**config.mk**
```make
export PLATFORM = sky130hd
export DESIGN_NAME = fetch_prefetch_queue
export DESIGN_NICKNAME = d
export VERILOG_FILES = /design/src/rtl/fetch_prefetch_queue.sv
export SDC_FILE = /design/constraint.sdc
export NUM_CORES = 1
export LEC_CHECK = 0
export ABC_AREA = 1
export CORE_MARGIN = 2
export CORE_UTILIZATION = 37
export CTS_CLUSTER_DIAMETER = 40
export DETAILED_ROUTE_END_ITERATION = 8
export GPL_ROUTABILITY_DRIVEN = 0
export GPL_TIMING_DRIVEN = 1
export PLACE_DENSITY = 0.66
export SYNTH_ARGS = -nofsm -noshare
export SYNTH_HDL_FRONTEND = slang
export SYNTH_SLANG_ARGS = --single-unit
export TNS_END_PERCENT = 50
```
**constraint.sdc**
```tcl
create_clock -name clk -period 4.5 [get_ports clk]
set_input_delay 0.9 -clock clk [delete_from_list [all_inputs] [get_ports clk]]
set_output_delay 0.9 -clock clk [all_outputs]
set_load 0.005 [all_outputs]
```
**src/rtl/fetch_prefetch_queue.sv**
```systemverilog
// Prefetch queue: sequential fetches over req/gnt/rvalid into a {pc,instr} FIFO for decode; PFQ_PERF_CNT_EN adds discard/issue counters.
// Latency grant->instr_valid is 2 cycles; StallF holds the head; fetch issue is reserved so a response never finds the queue full.
module fetch_prefetch_queue #(
    parameter int          DEPTH           = 4,
    parameter int          MAX_OUTSTANDING = 2,
    parameter logic [31:0] RESET_PC        = 32'h0000_0000
) (
    input  logic        clk,
    input  logic        reset,
    output logic        imem_req,
    output logic [31:0] imem_addr,
    input  logic        imem_gnt,
    input  logic        imem_rvalid,
    input  logic [31:0] imem_rdata,
    input  logic        PCSrcE,
    input  logic [31:0] PCTarget,
    input  logic        StallF,
    output logic        instr_valid,
    output logic [31:0] InstrF,
    output logic [31:0] pcF,
    output logic [31:0] PCPlus4F
`ifdef PFQ_PERF_CNT_EN
    ,
    output logic [15:0] discard_cnt,
    output logic [31:0] issue_cnt
`endif
);
    localparam int AW = $clog2(DEPTH);
    localparam int CW = AW + 1;
    localparam int TW = (MAX_OUTSTANDING > 1) ? $clog2(MAX_OUTSTANDING) : 1;
    localparam int OW = $clog2(MAX_OUTSTANDING + 1);
    localparam logic [31:0] NOP = 32'h0000_0013;

    logic [31:0]                fpc_q, fpc_d;
    logic [AW-1:0]              head_q, head_d, tail_q, tail_d;
    logic [CW-1:0]              count_q, count_d;
    logic [31:0]                q_pc    [DEPTH];
    logic [31:0]                q_instr [DEPTH];

    logic [TW-1:0]              trd_q, trd_d, twr_q, twr_d;
    logic [OW-1:0]              out_q, out_d;
    logic [MAX_OUTSTANDING-1:0] kill_q, kill_d;
    logic [31:0]                t_pc    [MAX_OUTSTANDING];

    logic        issue, trk_pop, push, pop;
    logic [31:0] occupancy;

    function automatic logic [TW-1:0] tinc(input logic [TW-1:0] p);
        return (p == TW'(MAX_OUTSTANDING - 1)) ? '0 : p + 1'b1;
    endfunction

    // Queue slots are reserved at grant time, so in-flight fetches count against DEPTH.
    assign occupancy = 32'(count_q) + 32'(out_q);
    assign imem_req  = !reset && !PCSrcE && (occupancy < 32'(DEPTH))
                       && (32'(out_q) < 32'(MAX_OUTSTANDING));
    assign imem_addr = fpc_q;

    assign issue   = imem_req && imem_gnt;
    assign trk_pop = imem_rvalid && (out_q != '0);
    assign push    = trk_pop && !kill_q[trd_q] && !PCSrcE;

    assign instr_valid = (count_q != '0);
    assign pop         = instr_valid && !StallF;
    assign InstrF      = instr_valid ? q_instr[head_q] : NOP;
    assign pcF         = instr_valid ? q_pc[head_q]    : 32'd0;
    assign PCPlus4F    = pcF + 32'd4;

    always_comb begin
        fpc_d   = fpc_q;
        head_d  = head_q;
        tail_d  = tail_q;
        count_d = count_q;
        trd_d   = trd_q;
        twr_d   = twr_q;
        out_d   = out_q;
        kill_d  = kill_q;

        if (PCSrcE)     fpc_d = {PCTarget[31:2], 2'b00};
        else if (issue) fpc_d = fpc_q + 32'd4;

        if (issue) begin
            twr_d         = tinc(twr_q);
            kill_d[twr_q] = 1'b0;
        end
        if (trk_pop) trd_d = tinc(trd_q);
        case ({issue, trk_pop})
            2'b10:   out_d = out_q + 1'b1;
            2'b01:   out_d = out_q - 1'b1;
            default: out_d = out_q;
        endcase

        // A redirect poisons every in-flight fetch; their responses still drain the tracker.
        if (PCSrcE) begin
            kill_d  = '1;
            head_d  = '0;
            tail_d  = '0;
            count_d = '0;
        end else begin
            if (push) tail_d = tail_q + 1'b1;
            if (pop)  head_d = head_q + 1'b1;
            case ({push, pop})
                2'b10:   count_d = count_q + 1'b1;
                2'b01:   count_d = count_q - 1'b1;
                default: count_d = count_q;
            endcase
        end
    end

    always_ff @(posedge clk or posedge reset) begin
        if (reset) begin
            fpc_q   <= RESET_PC;
            head_q  <= '0;
            tail_q  <= '0;
            count_q <= '0;
            trd_q   <= '0;
            twr_q   <= '0;
            out_q   <= '0;
            kill_q  <= '0;
        end else begin
            fpc_q   <= fpc_d;
            head_q  <= head_d;
            tail_q  <= tail_d;
            count_q <= count_d;
            trd_q   <= trd_d;
            twr_q   <= twr_d;
            out_q   <= out_d;
            kill_q  <= kill_d;
        end
    end

    always_ff @(posedge clk) begin
        if (issue) t_pc[twr_q] <= fpc_q;
        if (push) begin
            q_pc[tail_q]    <= t_pc[trd_q];
            q_instr[tail_q] <= imem_rdata;
        end
    end

`ifdef PFQ_PERF_CNT_EN
    logic [15:0] discard_cnt_q;
    logic [31:0] issue_cnt_q;

    always_ff @(posedge clk or posedge reset) begin
        if (reset) begin
            discard_cnt_q <= '0;
            issue_cnt_q   <= '0;
        end else begin
            if (trk_pop && !push && (discard_cnt_q != 16'hFFFF))
                discard_cnt_q <= discard_cnt_q + 16'd1;
            if (issue)
                issue_cnt_q <= issue_cnt_q + 32'd1;
        end
    end

    assign discard_cnt = discard_cnt_q;
    assign issue_cnt   = issue_cnt_q;
`endif
endmodule
```
==> flow_summary.yaml <==
floorplan:
  dieWidth_um: 211.4
  rows: 75
  die_h_um: 211.4
  initial_utilization: 0.3768
  pin_count: 200
  core-area_sq_um: 42230
  die_area_sq_um: 44680
cts:
  cts_setup_buffers: 0
  clock_latency_ns: 0.53
  cts_buffers: 42
  clock-sinks: 351
  cts_tree: "built"
  clk_pin_slew_ns: 0.06
  cts.htree.levels: 2
  clockBufferDepth: 3
  clockRootBuffer: "clkbuf_16"
sta:
  hold_viol: 0
  post-route-period-util: 0.9517
  finalSetupViolCount: 0
  worst-slew-pin-transition_ns: 0.9192
  skew_ns: 0.02391
  tns_ns: 0
  fmax_ghz: 0.2335
  period_needed_ns: 4.283
  maxSlewHeadroom: 0.3865
  rsz0062_at_grt: "yes"
  maxSlewViolCount: 0
logic_synthesis:
  synthesis.area_sq_um: 15910
  syn_inst: 1538
  synth_edf_count: 308
  async_flop_share: 0.1225
  ys_ff_latch: 351
  ys_types: 44
  yosysSeqAreaShare: 0.6489
  synth_flop_cell: "edfxtp_1"
  syn-mean-instance-area_sq_um: 10.35
  yosysWarnings: 0
global_route:
  grt_pass1_vias: 11270
  grt_pass1_wl_um: 61180
  gr-total-overflow: 0
  track_usage: 0.1755
  antenna_found_initial: 0
  grt_start_max_net_pins: 69
detailed_routing:
  dr_total_vias: 11410
  drtIter0Drc: 917
  postRouteAntennaNets: 0
  wl_per_cell_um: 17.04
  wl_um: 39210
  drc: 0
  first_pass_iters: 6
  via_per_inst: 4.959
power:
  p_per_area_nw_per_um2: 544.5
  leakage_nw: 7.427
  ir_worst_vdd_mv: 0.2423
place:
  io_buffers: 191
  dp.cells: 2225
  dp_hpwl_um: 25400
cells_and_area:
  drive_gt1_frac: 0.09426
  fin_cells: 2301
  nets: 1809
  fillers: 3816
  areaGrowthSynthToFinish_pct: 24.88
setup_path:
  crit_type: "reg -> out"
  crit_fanout: 26
  end_kind: "primary output"
  arrival_ns: 3.38
  r2r-start: "count_q[0]$_DFFE_PP0P_"
  setup.worst_path.start: "head_q[0]$_DFFE_PP0P_"
  cp-start-kind: "flop"
  rr_worst_depth: 13
  critPathRequiredTime_ns: 3.60
status:
  outcome: "completed"
job:
  drv_cap: 0
worst_hold_path:
  worstHoldPathCells: 2
  hold_path_class: "reg -> reg"
  hp-start: "kill_q[0]$_DFFE_PP0P_"
## repair_timing
| action | in CTS | in global routing |
|---|---|---|
| hold buffers | 0 | 0 |
| setup endpoints to repair | 0 | 26 |
| gates resized for setup | 0 | 8 |
| endpoints found under the hold margin | 0 | 0 |
## flip-flops by register name (all words and copies together), names as in the netlist
signal     flops
out_q          2
imem_addr     30
count_q        3
trd_q          1
kill_q         2
q_pc         120
twr_q          1
q_instr      128
head_q         2
tail_q         2
t_pc          60
## per-stage QoR
| step | total power, mW | util | setup WS, ns | instance area [sq um] | hold WS [ns] |
|---|---|---|---|---|---|
| after global placement | 7.309 | 0.4351 | 0.6290 | 18370 | 0.4850 |
| after detailed placement | 7.363 | 0.4351 | 0.5795 | 18370 | 0.5112 |
| after floorplan | 5.750 | - | 0.1194 | 15930 | 0.4620 |
| after global routing | 11.39 | 0.4705 | -0.003036 | 19870 | 0.5805 |
| final | 10.82 | 0.4705 | 0.2174 | 19870 | 0.5188 |
| after CTS | 10.89 | 0.4699 | 0.01725 | 19840 | 0.5245 |
## logic make-up after synthesis
| family | after synthesis | share of synthesized area |
|---|---|---|
| and+or+nand+nor | 816 | 0.2202 |
| DFF | 351 | 0.6489 |
| buffers and inverters | 169 | 0.04836 |
| AOI/OAI and AO/OA | 153 | 0.05332 |
| xor gates and xnor gates | 39 | 0.02147 |
| adders and majority gates | 9 | 0.007549 |
| other | 1 | 0.0002357 |
## cells in the final DEF (no fill, tap or decap), types with 3 or more instances in the layout
| master | n |
|---|---|
| nand3_2 | 5 |
| clkinvlp_4 | 4 |
| clkbuf_1 | 3 |
| nand2_1 | 416 |
| bufinv_16 | 7 |
| conb_1 | 6 |
| inv_1 | 82 |
| clkinv_1 | 5 |
| inv_2 | 11 |
| o211ai_1 | 8 |
| clkinv_2 | 4 |
| nand4_1 | 11 |
| nand2_2 | 11 |
| xnor2_1 | 8 |
| ha_1 | 8 |
| nor2_1 | 209 |
| o21ai_1 | 5 |
| clkbuf_16 | 43 |
| edfxtp_1 | 308 |
| a21oi_1 | 38 |
| nor3_1 | 11 |
| o21ai_0 | 82 |
| o311ai_0 | 3 |
| o21bai_1 | 5 |
| o221ai_1 | 4 |
| buf_12 | 4 |
| clkdlybuf4s50_1 | 191 |
| nor2_2 | 14 |
| nand3_1 | 108 |
| buf_4 | 19 |
| xor2_1 | 31 |
| dfrtp_1 | 41 |
| nor2_4 | 22 |
| o22a_1 | 3 |
| inv_6 | 7 |
## metal layers
metal / wire (um) / up-vias / part of all wire / track usage
met5: 0 / - / 0 / 0
met1: 17880 / 5414 / 0.46 / 0.2458
met3: 2475 / 66 / 0.063 / 0.02774
met2: 18000 / 386 / 0.46 / 0.2840
li1: - / 5544 / - / -
met4: 862 / 0 / 0.022 / 0.04857
## area by class of cell
type | count | area, sq um | area share
Sequential cell | 351 | 10330 | 0.5199
Multi-Input combinational cell | 1023 | 4876 | 0.2454
Timing Repair Buffer | 216 | 2157 | 0.1086
Clock buffer | 46 | 1087 | 0.05472
Tap cell | 539 | 674.4 | 0.03394
Clock inverter | 29 | 380.4 | 0.01914
Inverter | 96 | 362.8 | 0.01826
Antenna cell | 1 | 2.502 | 0.0001259
## worst paths after layout
path                                     endpoint  slack [ns]
max                                  PCPlus4F[20]        0.22
min                         kill_q[0]$_DFFE_PP0P_        0.52
max reg2reg                count_q[2]$_DFFE_PP0P_        1.26
min reg2reg                 kill_q[0]$_DFFE_PP0P_        0.52
max in group asynchronous   head_q[0]$_DFFE_PP0P_        3.20
min in group asynchronous    out_q[1]$_DFFE_PP0P_        0.85
## worst max-delay path: stages (launching register included)
cell and delay (ns):
dfrtp_4 0.62, inv_4 0.15, nand2_1 0.08, nand3_1 0.08
a21oi_1 0.30, ha_1 0.33, nand3_2 0.22, nor2_4 0.21
nand2_2 0.11, nor2_1 0.09, o21ai_1 0.07, nand2_1 0.09
clkdlybuf4s50_1 0.50
## power by group
part,switching (mW),internal [mW]
clock,1.34,2.18
combinational,1.92,1.42
sequential,0.162,3.80
## synth_stat cells, types with 5 or more instances
cell type  number  area share
inv_1          83       0.020
edfxtp_1      308        0.58
o211ai_1        8      0.0038
nand2_2        12      0.0047
clkbuf_1       21      0.0050
nor2_1        215       0.051
o21ai_0        82       0.026
a21oi_1        38       0.012
nand3_2         5      0.0031
nor2_2         12      0.0047
nor3_1         11      0.0035
o21ai_1         5      0.0016
o21bai_1        5      0.0024
nand2_1       416       0.098
nand4_1        11      0.0043
buf_4          10      0.0047
xnor2_1         8      0.0044
inv_2          12      0.0028
xor2_1         31       0.017
buf_1          12      0.0028
nand3_1       108       0.034
buf_2          21      0.0066
dfrtp_1        43       0.068
nor2_4         18       0.013
ha_1            8      0.0063
buf_6           8      0.0057
(Power assumes the default switching activity.)
==> patch (same flow settings) <==
The option `PFQ_PERF_CNT_EN` is turned on by a define.
--- a/src/rtl/fetch_prefetch_queue.sv
+++ b/src/rtl/fetch_prefetch_queue.sv
@@ -2,2 +2,4 @@
 // Latency grant->instr_valid is 2 cycles; StallF holds the head; fetch issue is reserved so a response never finds the queue full.
+`define PFQ_PERF_CNT_EN
+
 module fetch_prefetch_queue #(
Formal check against the unedited RTL (old outputs only; new: discard_cnt and issue_cnt): equivalent (equiv_simple and equiv_induct, registers matched by name and starting in step).
==> patch against the original RTL <==
  * Design area is 19% higher
  * Wire length up 20%
  * Sequential share of layout area down 3.1 points
  * Area after synthesis is 15% higher
  * Worst setup slack better by 21 ps
  * Hold slack worse by 12 ps
  * Via count increased by 20%
  * First-iteration DRC count rose by 11%
  * Count of clock-buffer cells in the layout increased by 20
  * Sequential cell count up 48
  * Power grew 20%
==> patch: results (changes against the original RTL) <==
Slowest CP cell = clkdlybuf4s50_1 (was dfrtp_4)
CTS Buf Count = 59 (was 42)
Flop2flop setup slack = 1740 ps (was 1260 ps)
Hpwl dp = 30.69 mm (was 25.40 mm)
Routed WL = 47.08 mm (was 39.21 mm)
Port Buf Inserts = 239 (was 191)
Post-synth ARST share = 0.2281 (was 0.1225)
Routing usage on met2 = 0.2950 (was 0.2840)
Register area share after synthesis = 0.6276 (was 0.6489)
Worst hold start = issue_cnt[24] (was kill_q[0])
Max incr delay on CP = 540 ps (was 620 ps)
Largest net degree at the start of global routing = 66 (was 69)
Initial detailed-routing violation count = 1,014 (was 917)
Hold Crit Depth = 1 (was 2)
Met3 capacity usage during global routing = 0.04406 (was 0.02774)
Via/cell ratio = 4.856 (was 4.959)
Crit path DAT = 3360 ps (was 3380 ps)
GR Util met1 = 0.2345 (was 0.2458)
DRT Pass-1 Iters = 5 (was 6)
Clk_lat worst skew = 610 ps (was 530 ps)
Crit-path leading delay family = buffers and inverters (was simple AND/OR/NAND/NOR gates)
Slew @ Worst Pin = 889.2 ps (was 919.2 ps)
Initial antenna violation count = 1 (was 0)
Vias in the first global route = 13,400 (was 11,270)
Placement Cell Area = 21,480 µm² (was 18,370 µm²)
Most frequent cells after synthesis = nand2_1, edfxtp_1, nor2_1, nand3_1, inv_1 (unchanged)
Outcome = complete, no violations (unchanged)
Layout Skew = 28.01 ps (was 23.91 ps)
Top post-synthesis cells by area = edfxtp_1, dfrtp_1, nand2_1, nor2_1, nand3_1 (was edfxtp_1, nand2_1, dfrtp_1, nor2_1, nand3_1)
WL met3 = 3.690 mm (was 2.475 mm)
Post-CTS Resized = 2 (was 0)
CP max FO = 16 (was 26)
Fill count = 4,488 (was 3,816)
[patch: changes by cell type in the layout (fill, tap and decap cells not counted), sizes merged, moves of 21 or more]
cell / change
xor2: +35
clkbuf: +21
nand2: +117
dfrtp: +48
nor2: +32
clkdlybuf4s50: +48
[patch: worst max-delay path by stage]
stage | from | to | slack, ps | cells past startpoint
CTS | head_q[0] | PCPlus4F[12] | 60 | 11
global placement | head_q[0] | PCPlus4F[30] | 560 | 13
floorplan | imem_rvalid | q_instr[0][0] | 60 | 3
detailed placement | head_q[0] | PCPlus4F[30] | 580 | 13
finish | head_q[0] | PCPlus4F[12] | 240 | 11
global route | head_q[0] | PCPlus4F[20] | 30 | 13
[patch: through the flow]
stage	hold WS, ps	setup WS [ps]	util	cells	power [µW]
6_report	506.5	238.0	0.4817	2815	13030
4_1_cts	511.6	59.19	0.4809	2811	13140
5_1_grt	525.9	26.52	0.4817	2814	13710
2_1_floorplan	467.9	60.75	-	1848	6598
3_3_place_gp	488.5	561.7	0.4388	2701	8358
3_5_place_dp	497.5	579.9	0.4388	2701	8437
[patch: cell type report]
class                   instances  area, µm²  area share
inverters                     116      444.2     0.01884
clock buffers                  66       1503     0.06372
repair buffers                267       2695      0.1143
well taps                     664      830.8     0.03523
diodes                          1      2.502   0.0001061
multi-input cells            1258       6026      0.2555
flip-flops and latches        399      11530      0.4890
clock inverters                44      549.3     0.02329
[patch: cells by family after synthesis]
logic type               after synthesis  synth area share
AND/OR/NAND/NOR                     1000            0.2288
other                                  1         0.0002042
buffers and inverters                191           0.04735
flip-flops                           399            0.6276
AO/OA/AOI/OAI                        156           0.04755
XOR/XNOR                              85           0.04054
adder cells (fa/ha/maj)               11          0.007903
[patch: where the power goes]
group          switching [µW]  internal (µW)
Sequential                219           4370
Clock                    1740           2910
Combinational            2190           1600
